===== config.mk =====
export PLATFORM = sky130hd
export DESIGN_NAME = drive_controller
export DESIGN_NICKNAME = d
export VERILOG_FILES = /design/src/rtl/drive_pkg.sv /design/src/rtl/line_sensor_debounce.sv /design/src/rtl/drive_controller.sv
export SDC_FILE = /design/constraint.sdc
export NUM_CORES = 1
export LEC_CHECK = 0
export BUFFER_PORTS_ARGS = -buffer_cell sky130_fd_sc_hd__buf_2
export CAP_MARGIN = 25
export CORE_MARGIN = 10
export CORE_UTILIZATION = 45
export CTS_BUF_LIST = sky130_fd_sc_hd__clkbuf_16
export DETAILED_ROUTE_END_ITERATION = 10
export GPL_ROUTABILITY_DRIVEN = 0
export GPL_TIMING_DRIVEN = 0
export PLACE_DENSITY_LB_ADDON = 0.12
export SYNTH_ARGS = -nofsm -noshare
export SYNTH_HDL_FRONTEND = slang
export SYNTH_SLANG_ARGS = --single-unit

===== constraint.sdc =====
create_clock -name clk -period 2.04 [get_ports clk]
set_input_delay 0.306 -clock clk [delete_from_list [all_inputs] [get_ports clk]]
set_output_delay 0.306 -clock clk [all_outputs]
set_load 0.02 [all_outputs]

===== src/rtl/drive_pkg.sv =====
// drive_pkg: shared state encodings, sensor pattern constants and the
// sensor-pattern decoder used by the drive controller.
package drive_pkg;

    localparam int STATE_W = 4;

    localparam logic [STATE_W-1:0] ST_IDLE         = 4'd0;
    localparam logic [STATE_W-1:0] ST_FORWARD      = 4'd1;
    localparam logic [STATE_W-1:0] ST_VEER_L       = 4'd2;
    localparam logic [STATE_W-1:0] ST_VEER_R       = 4'd3;
    localparam logic [STATE_W-1:0] ST_HARD_L       = 4'd4;
    localparam logic [STATE_W-1:0] ST_HARD_R       = 4'd5;
    localparam logic [STATE_W-1:0] ST_TURN90_LEFT  = 4'd6;
    localparam logic [STATE_W-1:0] ST_TURN90_RIGHT = 4'd7;
    localparam logic [STATE_W-1:0] ST_STOP         = 4'd8;

    // bit 4 = leftmost detector, bit 2 = centre
    localparam logic [4:0] PAT_LOST     = 5'b00000;
    localparam logic [4:0] PAT_CENTRE   = 5'b00100;
    localparam logic [4:0] PAT_VEER_L0  = 5'b01100;
    localparam logic [4:0] PAT_VEER_L1  = 5'b01000;
    localparam logic [4:0] PAT_VEER_R0  = 5'b00110;
    localparam logic [4:0] PAT_VEER_R1  = 5'b00010;
    localparam logic [4:0] PAT_HARD_L0  = 5'b10000;
    localparam logic [4:0] PAT_HARD_L1  = 5'b11000;
    localparam logic [4:0] PAT_HARD_R0  = 5'b00001;
    localparam logic [4:0] PAT_HARD_R1  = 5'b00011;
    localparam logic [4:0] PAT_TURN_L0  = 5'b11100;
    localparam logic [4:0] PAT_TURN_L1  = 5'b11110;
    localparam logic [4:0] PAT_TURN_R0  = 5'b00111;
    localparam logic [4:0] PAT_TURN_R1  = 5'b01111;

    typedef enum logic [2:0] {
        SEL_OFF,
        SEL_FULL,
        SEL_VEER,
        SEL_HARD,
        SEL_NINETY,
        SEL_FAST
    } pwm_sel_e;

    // known=0 means "unrecognised pattern, hold state"; lost=1 means all-zero
    typedef struct packed {
        logic                 known;
        logic                 lost;
        logic [STATE_W-1:0]   state;
    } decode_t;

    function automatic decode_t decode_pattern(input logic [4:0] pat);
        decode_t d;
        d.known = 1'b1;
        d.lost  = 1'b0;
        d.state = ST_FORWARD;
        case (pat)
            PAT_CENTRE:               d.state = ST_FORWARD;
            PAT_VEER_L0, PAT_VEER_L1: d.state = ST_VEER_L;
            PAT_VEER_R0, PAT_VEER_R1: d.state = ST_VEER_R;
            PAT_HARD_L0, PAT_HARD_L1: d.state = ST_HARD_L;
            PAT_HARD_R0, PAT_HARD_R1: d.state = ST_HARD_R;
            PAT_TURN_L0, PAT_TURN_L1: d.state = ST_TURN90_LEFT;
            PAT_TURN_R0, PAT_TURN_R1: d.state = ST_TURN90_RIGHT;
            PAT_LOST:                 d.lost  = 1'b1;
            default:                  d.known = 1'b0;
        endcase
        return d;
    endfunction

endpackage


===== src/rtl/line_sensor_debounce.sv =====
// line_sensor_debounce: accepts a line-sensor pattern once it has been
// sampled identically DEBOUNCE_CYCLES times in a row.
//   clk, rst    : clock, async active-high reset
//   sample_i    : raw sensor pattern
//   pattern_o   : last sampled pattern
//   valid_o     : high while pattern_o is accepted
module line_sensor_debounce #(
    parameter int DEBOUNCE_CYCLES = 4
) (
    input  logic       clk,
    input  logic       rst,
    input  logic [4:0] sample_i,
    output logic [4:0] pattern_o,
    output logic       valid_o
);
    // the count has to reach DEBOUNCE_CYCLES itself, hence the +1
    localparam int CW = $clog2(DEBOUNCE_CYCLES + 1);
    localparam logic [CW-1:0] CNT_MAX = CW'(DEBOUNCE_CYCLES);

    logic [4:0]    last_q;
    logic [CW-1:0] cnt_q;

    always_ff @(posedge clk or posedge rst) begin
        if (rst) begin
            last_q <= '0;
            cnt_q  <= '0;
        end else if (sample_i != last_q) begin
            last_q <= sample_i;
            cnt_q  <= CW'(1);
        end else if (cnt_q != CNT_MAX) begin
            cnt_q  <= cnt_q + CW'(1);
        end
    end

    assign pattern_o = last_q;
    assign valid_o   = (cnt_q == CNT_MAX);

endmodule


===== src/rtl/drive_controller.sv =====
// drive_controller: line-following motor drive FSM.
//   clk, rst           : clock, async active-high reset
//   enable             : run request, 0 forces IDLE
//   lineSensor[4:0]    : line detectors (bit 4 leftmost, bit 2 centre)
//   *SpeedPwm          : duty-cycle sources from the PWM generator
//   leftPwm, rightPwm  : motor drive pulses
//   leftDir, rightDir  : motor direction, 1 = forward
//   driveState[3:0]    : current FSM state
//   turnActive         : high while in a ninety-degree turn
//
// state           | meaning
// IDLE            | not enabled, motors off
// FORWARD         | centred on line, both wheels full
// VEER_L / VEER_R | slight correction, inner wheel at veer speed
// HARD_L / HARD_R | strong correction, inner wheel at hard speed
// TURN90_LEFT/RT  | locked pivot for TURN_CYCLES, sensors ignored
// STOP            | line lost, waits for centred pattern
module drive_controller
    import drive_pkg::*;
#(
    parameter int DEBOUNCE_CYCLES = 4,
    parameter int TURN_CYCLES     = 1000,
    parameter int LOST_CYCLES     = 5000
) (
    input  logic       clk,
    input  logic       rst,
    input  logic       enable,
    input  logic [4:0] lineSensor,
    input  logic       fullSpeedPwm,
    input  logic       veerSpeedPwm,
    input  logic       hardSpeedPwm,
    input  logic       ninetySpeedPwm,
    input  logic       ninetyFastSpeedPwm,
    output logic       leftPwm,
    output logic       rightPwm,
    output logic       leftDir,
    output logic       rightDir,
    output logic [3:0] driveState,
    output logic       turnActive
);
    localparam int TW = (TURN_CYCLES > 1) ? $clog2(TURN_CYCLES) : 1;
    localparam int LW = (LOST_CYCLES > 1) ? $clog2(LOST_CYCLES) : 1;
    localparam logic [TW-1:0] TURN_LOAD = TW'(TURN_CYCLES - 1);
    localparam logic [LW-1:0] LOST_LAST = LW'(LOST_CYCLES - 1);

    logic [4:0]         pat;
    logic               pat_valid;
    decode_t            dec;

    logic [STATE_W-1:0] state_q, state_d;
    logic [TW-1:0]      turn_q, turn_d;
    logic [LW-1:0]      lost_q, lost_d;

    pwm_sel_e           lsel_q, lsel_d, rsel_q, rsel_d;
    logic               ldir_q, ldir_d, rdir_q, rdir_d;

    line_sensor_debounce #(.DEBOUNCE_CYCLES(DEBOUNCE_CYCLES)) u_debounce (
        .clk       (clk),
        .rst       (rst),
        .sample_i  (lineSensor),
        .pattern_o (pat),
        .valid_o   (pat_valid)
    );

    assign dec = decode_pattern(pat);

    always_comb begin
        state_d = state_q;
        turn_d  = turn_q;
        lost_d  = lost_q;
        if (!enable) begin
            state_d = ST_IDLE;
            turn_d  = '0;
            lost_d  = '0;
        end else begin
            case (state_q)
                ST_IDLE: begin
                    state_d = ST_FORWARD;
                    turn_d  = '0;
                    lost_d  = '0;
                end
                ST_FORWARD, ST_VEER_L, ST_VEER_R, ST_HARD_L, ST_HARD_R: begin
                    if (pat_valid) begin
                        if (dec.lost) begin
                            if (lost_q == LOST_LAST) begin
                                state_d = ST_STOP;
                                lost_d  = '0;
                            end else begin
                                lost_d  = lost_q + LW'(1);
                            end
                        end else begin
                            // any non-zero accepted pattern, even unknown, ends a loss run
                            lost_d = '0;
                            if (dec.known) begin
                                state_d = dec.state;
                                if (dec.state == ST_TURN90_LEFT || dec.state == ST_TURN90_RIGHT)
                                    turn_d = TURN_LOAD;
                            end
                        end
                    end
                end
                ST_TURN90_LEFT, ST_TURN90_RIGHT: begin
                    lost_d = '0;
                    if (turn_q == '0)
                        state_d = ST_FORWARD;
                    else
                        turn_d = turn_q - TW'(1);
                end
                ST_STOP: begin
                    lost_d = '0;
                    if (pat_valid && pat == PAT_CENTRE)
                        state_d = ST_FORWARD;
                end
                default: state_d = ST_IDLE;
            endcase
        end
    end

    always_comb begin
        lsel_d = SEL_OFF;
        rsel_d = SEL_OFF;
        ldir_d = 1'b1;
        rdir_d = 1'b1;
        case (state_q)
            ST_FORWARD:      begin lsel_d = SEL_FULL;   rsel_d = SEL_FULL;   end
            ST_VEER_L:       begin lsel_d = SEL_VEER;   rsel_d = SEL_FULL;   end
            ST_VEER_R:       begin lsel_d = SEL_FULL;   rsel_d = SEL_VEER;   end
            ST_HARD_L:       begin lsel_d = SEL_HARD;   rsel_d = SEL_FULL;   end
            ST_HARD_R:       begin lsel_d = SEL_FULL;   rsel_d = SEL_HARD;   end
            ST_TURN90_LEFT:  begin lsel_d = SEL_NINETY; rsel_d = SEL_FAST; ldir_d = 1'b0; end
            ST_TURN90_RIGHT: begin lsel_d = SEL_FAST;   rsel_d = SEL_NINETY; rdir_d = 1'b0; end
            default:         ;
        endcase
    end

    always_ff @(posedge clk or posedge rst) begin
        if (rst) begin
            state_q <= ST_IDLE;
            turn_q  <= '0;
            lost_q  <= '0;
            lsel_q  <= SEL_OFF;
            rsel_q  <= SEL_OFF;
            ldir_q  <= 1'b1;
            rdir_q  <= 1'b1;
        end else begin
            state_q <= state_d;
            turn_q  <= turn_d;
            lost_q  <= lost_d;
            lsel_q  <= lsel_d;
            rsel_q  <= rsel_d;
            ldir_q  <= ldir_d;
            rdir_q  <= rdir_d;
        end
    end

    // Select is registered, so the AND-mux only passes source edges, never a decode glitch.
    function automatic logic pwm_pick(input pwm_sel_e sel);
        logic p;
        p = 1'b0;
        case (sel)
            SEL_FULL:   p = fullSpeedPwm;
            SEL_VEER:   p = veerSpeedPwm;
            SEL_HARD:   p = hardSpeedPwm;
            SEL_NINETY: p = ninetySpeedPwm;
            SEL_FAST:   p = ninetyFastSpeedPwm;
            default:    p = 1'b0;
        endcase
        return p;
    endfunction

    assign leftPwm    = pwm_pick(lsel_q);
    assign rightPwm   = pwm_pick(rsel_q);
    assign leftDir    = ldir_q;
    assign rightDir   = rdir_q;
    assign driveState = state_q;
    assign turnActive = (state_q == ST_TURN90_LEFT) || (state_q == ST_TURN90_RIGHT);

endmodule


==> results of run 1 <==
==> flip-flops by register name, summed over array words and instances (netlist names) <==
| register | count |
|---|---|
| lsel_q | 3 |
| lost_q | 13 |
| rightDir | 1 |
| u_debounce.pattern_o | 5 |
| driveState | 4 |
| u_debounce.cnt_q | 3 |
| leftDir | 1 |
| turn_q | 10 |
| rsel_q | 3 |
==> where the power goes <==
group / switching, uW / total (uW) / internal, uW
clock network: 352 / 810 / 458
registers: 29.5 / 902 / 873
logic: 133 / 246 / 113
total: 515 / 1960 / 1440
==> cell families after synthesis <==
| group | after synthesis | synth area share [%] |
|---|---|---|
| buffers and inverters | 30 | 6.08 |
| adder cells (fa/ha/maj) | 4 | 1.93 |
| flip-flops | 43 | 41.6 |
| AO/OA/AOI/OAI | 81 | 20.2 |
| AND/OR/NAND/NOR | 117 | 24.9 |
| multiplexers | 7 | 2.85 |
| XOR/XNOR | 7 | 2.37 |
==> metrics by stage <==
step | util, % | setup TNS [ns] | hold WS, ns
floorplan | - | -0.00966 | 0.404
global placement | 51.2 | -4.47 | 0.496
detailed placement | 51.7 | -4.76 | 0.379
CTS | 58.2 | -0.0413 | 0.0747
global route | 59.9 | -0.270 | 0.0973
finish | 59.9 | 0 | 0.0589
==> placed cells by master, fill, tap and decap left out, drive strengths merged, types with 3 or more instances in the layout <==
| master | count |
|---|---|
| buf | 53 |
| dfrtp | 41 |
| nor2 | 30 |
| a21oi | 26 |
| nand2 | 22 |
| o21ai | 18 |
| clkbuf | 16 |
| nand3 | 14 |
| nor3 | 10 |
| inv | 9 |
| nor4 | 9 |
| or3 | 6 |
| a21o | 5 |
| o22ai | 5 |
| a22o | 4 |
| mux2i | 4 |
| xnor2 | 4 |
| a211oi | 4 |
| and2 | 4 |
| ha | 4 |
| nand2b | 3 |
| o211ai | 3 |
| mux2 | 3 |
| xor2 | 3 |
==> cell usage after synthesis (2+ instances only) <==
| cell | number | area (um2) |
|---|---|---|
| o21ai_0 | 18 | 90.1 |
| clkbuf_8 | 3 | 41.3 |
| a21oi_1 | 26 | 130 |
| mux2_2 | 3 | 33.8 |
| nand4_1 | 2 | 12.5 |
| dfstp_2 | 2 | 52.6 |
| buf_2 | 3 | 15.0 |
| inv_1 | 8 | 30.0 |
| nor3_1 | 10 | 50.1 |
| nand3_1 | 14 | 70.1 |
| dfrtp_1 | 41 | 1030 |
| nor2_1 | 30 | 113 |
| clkbuf_1 | 12 | 45.0 |
| xor2_1 | 3 | 26.3 |
| nor4_4 | 2 | 42.5 |
| nor3b_1 | 2 | 15.0 |
| xnor2_1 | 4 | 35.0 |
| ha_1 | 4 | 50.1 |
| or3_1 | 5 | 31.3 |
| a21o_1 | 5 | 37.5 |
| nor4_1 | 7 | 43.8 |
| a31oi_1 | 2 | 12.5 |
| nand2b_1 | 3 | 18.8 |
| and2_1 | 2 | 12.5 |
| mux2i_1 | 4 | 40.0 |
| nand2_1 | 22 | 82.6 |
| o211ai_1 | 3 | 22.5 |
| o22ai_1 | 5 | 31.3 |
| or2_2 | 2 | 12.5 |
| and3b_2 | 2 | 20.0 |
| buf_1 | 2 | 7.51 |
| o31ai_1 | 2 | 15.0 |
| a211oi_1 | 4 | 30.0 |
| a22o_1 | 4 | 35.0 |
==> final timing paths <==
kind                                   startpoint                             endpoint  slack, ns  cells after the start
setup / recovery            turn_q[0]$_DFFE_PP0P_                turn_q[4]$_DFFE_PP0P_      0.009                      8
hold reg to reg            lost_q[11]$_DFFE_PP0P_               lost_q[11]$_DFFE_PP0P_       0.51                      1
max in group asynchronous                     rst            driveState[1]$_DFFE_PP0P_       1.47                      3
min in group clk                    lineSensor[1]  u_debounce.pattern_o[1]$_DFFE_PP0P_       0.22                      2
setup reg to reg            turn_q[0]$_DFFE_PP0P_                turn_q[4]$_DFFE_PP0P_      0.009                      8
hold / removal                                rst                  lsel_q[2]$_DFF_PP0_       0.06                      2
==> per-layer routing <==
| layer | vias up | share of wire, % | routed length (um) | track usage [%] |
|---|---|---|---|---|
| met5 | - | 0 | 0 | 0 |
| met4 | 0 | 1.1 | 70 | 4.79 |
| met3 | 5 | 3.5 | 214 | 2.57 |
| met2 | 36 | 49 | 3010 | 22.0 |
| met1 | 1111 | 47 | 2860 | 17.9 |
| li1 | 1149 | - | - | - |
==> repair_timing <==
action | in CTS | in global routing
resized for setup | 17 | 23
hold buffers | 0 | 0
setup endpoints to repair | 25 | 23
cloned | 1 | 0
setup buffers | 21 | 5
pin swaps | 11 | 9
==> area by class of cell <==
class | count | area share (%)
clock buffers | 5 | 3.77
multi-input cells | 216 | 45.0
clock inverters | 3 | 0.716
flip-flops and latches | 43 | 32.8
inverters | 8 | 0.905
well taps | 72 | 2.71
repair buffers | 47 | 9.99
plain buffers | 17 | 4.15
==> impl_metrics.toml, run 1 <==
[layout]
seq_area_mm2 = 0.00109
areaGrowthSynthToFinish_pct = 28.1
fin_nets = 355
final_cell_area_mm2 = 0.00332
multiInputGateArea_mm2 = 0.00149
diodes = 0
drive_gt1_share_pct = 33.3
num-fill-cells = 479
instances_no_fill = 411

[critical_path]
cpLargestDelayFamily = "simple AND/OR/NAND/NOR gates"
max_stage_delay_ns = 0.49
cp-end-kind = "register"
crit_slowest_cell = "or4b_4"
path_class = "reg -> reg"
startpoint_type = "register"
crit_required_ns = 2.22
crit_arrival_ns = 2.21
crit_buf_inv = 3
path_max_fanout = 5
path_cells = "inv_1, ha_2, or4b_4, nor4_4, buf_4, a211oi_4, buf_6, a22o_1"

[floorplan]
die_x_um = 95.9
rows = 27
core_area_mm2 = 0.00554
fp.dieH_um = 95.9
initial_core_util_pct = 46.8
die_area_mm2 = 0.00919
io_pins = 22

[synthesis]
avgSynthCellArea_um2 = 8.97
ys_types = 62
syn_area_mm2 = 0.00259
yosysWarnings = 0
synth_edf_count = 0
async_reset_ff_share_pct = 100
yosysSeqAreaShare_pct = 41.6
syn_nets = 306
syn_inst = 289
synth-seq-cells = 43
ys.flop_type = "dfrtp_1"

[pwr]
ir_drop_uv = 339
p_leak_uw = 0.00144
p_total_uw = 1960
power.density_mw_per_mm2 = 590

[clock_tree]
clock-root-buffer = "clkbuf_16"
clk_pin_slew_ns = 0.06
clk_path_buf_depth = 2
cts_tree = "built"
cts.htree.levels = 2
clock-sinks = 43
numCtsBuffers = 5
clk_latency_ns = 0.29

[place]
place_worst_setup_slack_ns = -0.289
dpl.hpwl_um = 4050
place_inst = 383
port_buffers = 21
dpl-instance-area_mm2 = 0.00287

[route]
drt_iter0_drc = 158
drc_errors = 0
vias = 2301
vias_per_cell = 5.60
wl_um = 6150
drtAntennaViolNets = 0
post_drt_wl_per_cell_um = 15.0
drt_pass1_iterations = 4

[global_route]
antenna_found_initial = 0
gr-total-overflow = 0
grt_pass1_wl_um = 10300
grt_pass1_vias = 2214
grt_max_degree = 24
grtUsageTotal_pct = 13.6

[sta]
slew_viol_final = 0
finalSetupViolCount = 0
slew_headroom_pct = 63.3
fin_crit_ns = 2.03
fin_crit_sh_pct = 99.5
finalClockSkew_ns = 0.00493
rsz0062_at_grt = "yes"
worst_pin_slew_ns = 0.546
finalHoldViolations = 0
timing.final.ws_setup_ns = 0.00928
fmax_mhz = 492

[hold_path]
hp-class = "in -> async"

[job]
cap_violations = 0

[outcome]
status = "finished, final reports clean"
Power figures use the tool's default switching activity.
==> run 2: changes to the inputs <==
--- a/config.mk
+++ b/config.mk
@@ -7,6 +7,7 @@
 export LEC_CHECK = 0
 export BUFFER_PORTS_ARGS = -buffer_cell sky130_fd_sc_hd__buf_2
 export CAP_MARGIN = 25
+export CORE_ASPECT_RATIO = 0.6
 export CORE_MARGIN = 10
 export CORE_UTILIZATION = 45
 export CTS_BUF_LIST = sky130_fd_sc_hd__clkbuf_16
@@ -14,6 +15,7 @@
 export GPL_ROUTABILITY_DRIVEN = 0
 export GPL_TIMING_DRIVEN = 0
 export PLACE_DENSITY_LB_ADDON = 0.12
+export SETUP_SLACK_MARGIN = 0.05
 export SYNTH_ARGS = -nofsm -noshare
 export SYNTH_HDL_FRONTEND = slang
 export SYNTH_SLANG_ARGS = --single-unit
==> run 2 against run 1 <==
Net effect:
- maximum frequency is 0.55% higher
- sequential share of layout area fell by 1.7 points
- register-to-register slack barely moved
- via count grew 4.0%
- largest cell class unchanged
- utilization up 2.9 points
- sequential cell count is the same
==> impl_metrics.toml, run 2 (synthesis gave the netlist of run 1 again) <==
[outcome]
status = "finished, final reports clean"

[clock_tree]
clock-root-buffer = "clkbuf_16"
cts.htree.levels = 2
clk_path_buf_depth = 2
clk_pin_slew_ns = 0.06
clk_latency_ns = 0.28
numCtsBuffers = 5
cts_tree = "built"
clock-sinks = 43

[layout]
fin_nets = 371
largest-register = "lost_q"
areaGrowthSynthToFinish_pct = 35.0
final_common_cell = "buf_4"
largest_reg_flops = 13
drive_gt1_share_pct = 37.3
diodes = 0
final_cell_mix = "buf_4, dfrtp_1, nor2_1"
instances_no_fill = 434

[hold_path]
hp-class = "in -> reg"

[sta]
slew_viol_final = 0
rsz0062_at_grt = "yes"
fmax_mhz = 495
finalSetupViolCount = 0
fin_crit_ns = 2.02
finalHoldViolations = 0
finalClockSkew_ns = 0.00801
hold_ws_ns = 0.225
worst_pin_slew_ns = 0.543
slew_headroom_pct = 63.6
fin_crit_sh_pct = 99.0

[critical_path]
cp-end-kind = "register"
path_max_fanout = 5
crit_arrival_ns = 2.19
r2r_setup_slack_ns = 0.02
crit_required_ns = 2.21
startpoint_type = "register"
path_class = "reg -> reg"

[place]
place_inst = 391
dpl.hpwl_um = 4370
port_buffers = 21

[route]
vias_per_cell = 5.51
vias = 2393
drt_iter0_drc = 154
drt_pass1_iterations = 4
post_drt_wl_per_cell_um = 15.3
wl_um = 6630
drc_errors = 0
drtAntennaViolNets = 0

[global_route]
grt_max_degree = 36
antenna_found_initial = 0
gr-total-overflow = 0
grt_pass1_wl_um = 10900
grt_pass1_vias = 2219
grtUsageTotal_pct = 13.8

[pwr]
power.density_mw_per_mm2 = 587
ir_drop_uv = 343
p_total_uw = 2050
p_leak_uw = 0.00155

[floorplan]
rows = 21
die_x_um = 118
core_area_mm2 = 0.00557
io_pins = 22
fp.dieH_um = 78.8
initial_core_util_pct = 46.5
die_area_mm2 = 0.00929

[job]
cap_violations = 0
-- run 2: cell types whose count changed in the layout (fill, tap and decap cells not counted), sizes merged --
cell,change
bufinv,+1
buf,+15
clkinvlp,-2
dlygate4sd3,+1
-- run 2: timing repair --
item	CTS	global route
pin swaps	13	7
hold endpoints to repair	8	0
setup buffers	20	19
setup endpoints to repair	26	26
resized for setup	23	25
hold buffers	1	0
gates cloned	1	0
-- run 2: area by class of cell --
type,instances,area (um2)
repair buffers,63,447
clock buffers,5,125
plain buffers,17,138
flip-flops and latches,43,1090
clock inverters,2,33.8
well taps,80,100
inverters,8,30.0
multi-input cells,216,1540
fillers,485,2070
-- run 2: final timing paths --
| check | start | end | cells past startpoint |
|---|---|---|---|
| min | lineSensor[0] | u_debounce.pattern_o[0]$_DFFE_PP0P_ | 2 |
| max reg2reg | turn_q[0]$_DFFE_PP0P_ | turn_q[4]$_DFFE_PP0P_ | 8 |
| max | turn_q[0]$_DFFE_PP0P_ | turn_q[4]$_DFFE_PP0P_ | 8 |
| min reg2reg | lost_q[5]$_DFFE_PP0P_ | lost_q[5]$_DFFE_PP0P_ | 1 |
| min in group asynchronous | rst | lost_q[1]$_DFFE_PP0P_ | 3 |
| max in group asynchronous | rst | rightDir$_DFF_PP1_ | 4 |
-- run 2: worst max-delay path, stage by stage, from the launching register on --
cell      delay [ns]
dfrtp_1         0.41
inv_2           0.08
ha_4            0.13
or4b_4          0.50
nor4_4          0.23
buf_4           0.18
a211oi_4        0.04
buf_6           0.15
a22o_1          0.19
-- run 2: where the power goes --
group | switching, uW | internal (uW)
registers | 28.4 | 873
logic | 145 | 125
clock network | 315 | 566
-- run 2: metal layers --
metal	routed length (um)	GRT usage, %	part of all wire, %	up-vias
li1	-	-	-	1188
met3	379	3.39	5.7	5
met1	3550	20.1	53	1147
met2	2670	20.0	40	53
met5	0	0	0	-
met4	35	2.95	0.53	0
-- run 2: metrics by stage --
stage	util (%)	cell area [um2]	setup slack, ns	TNS [ns]
finish	62.8	3500	0.0204	0
global route	62.8	3500	-0.0680	-0.696
CTS	58.8	3280	-0.0320	-0.0773
detailed placement	52.0	2890	-0.228	-3.29
global placement	51.6	2870	-0.210	-3.17
floorplan	-	2670	-0.000868	-0.000868
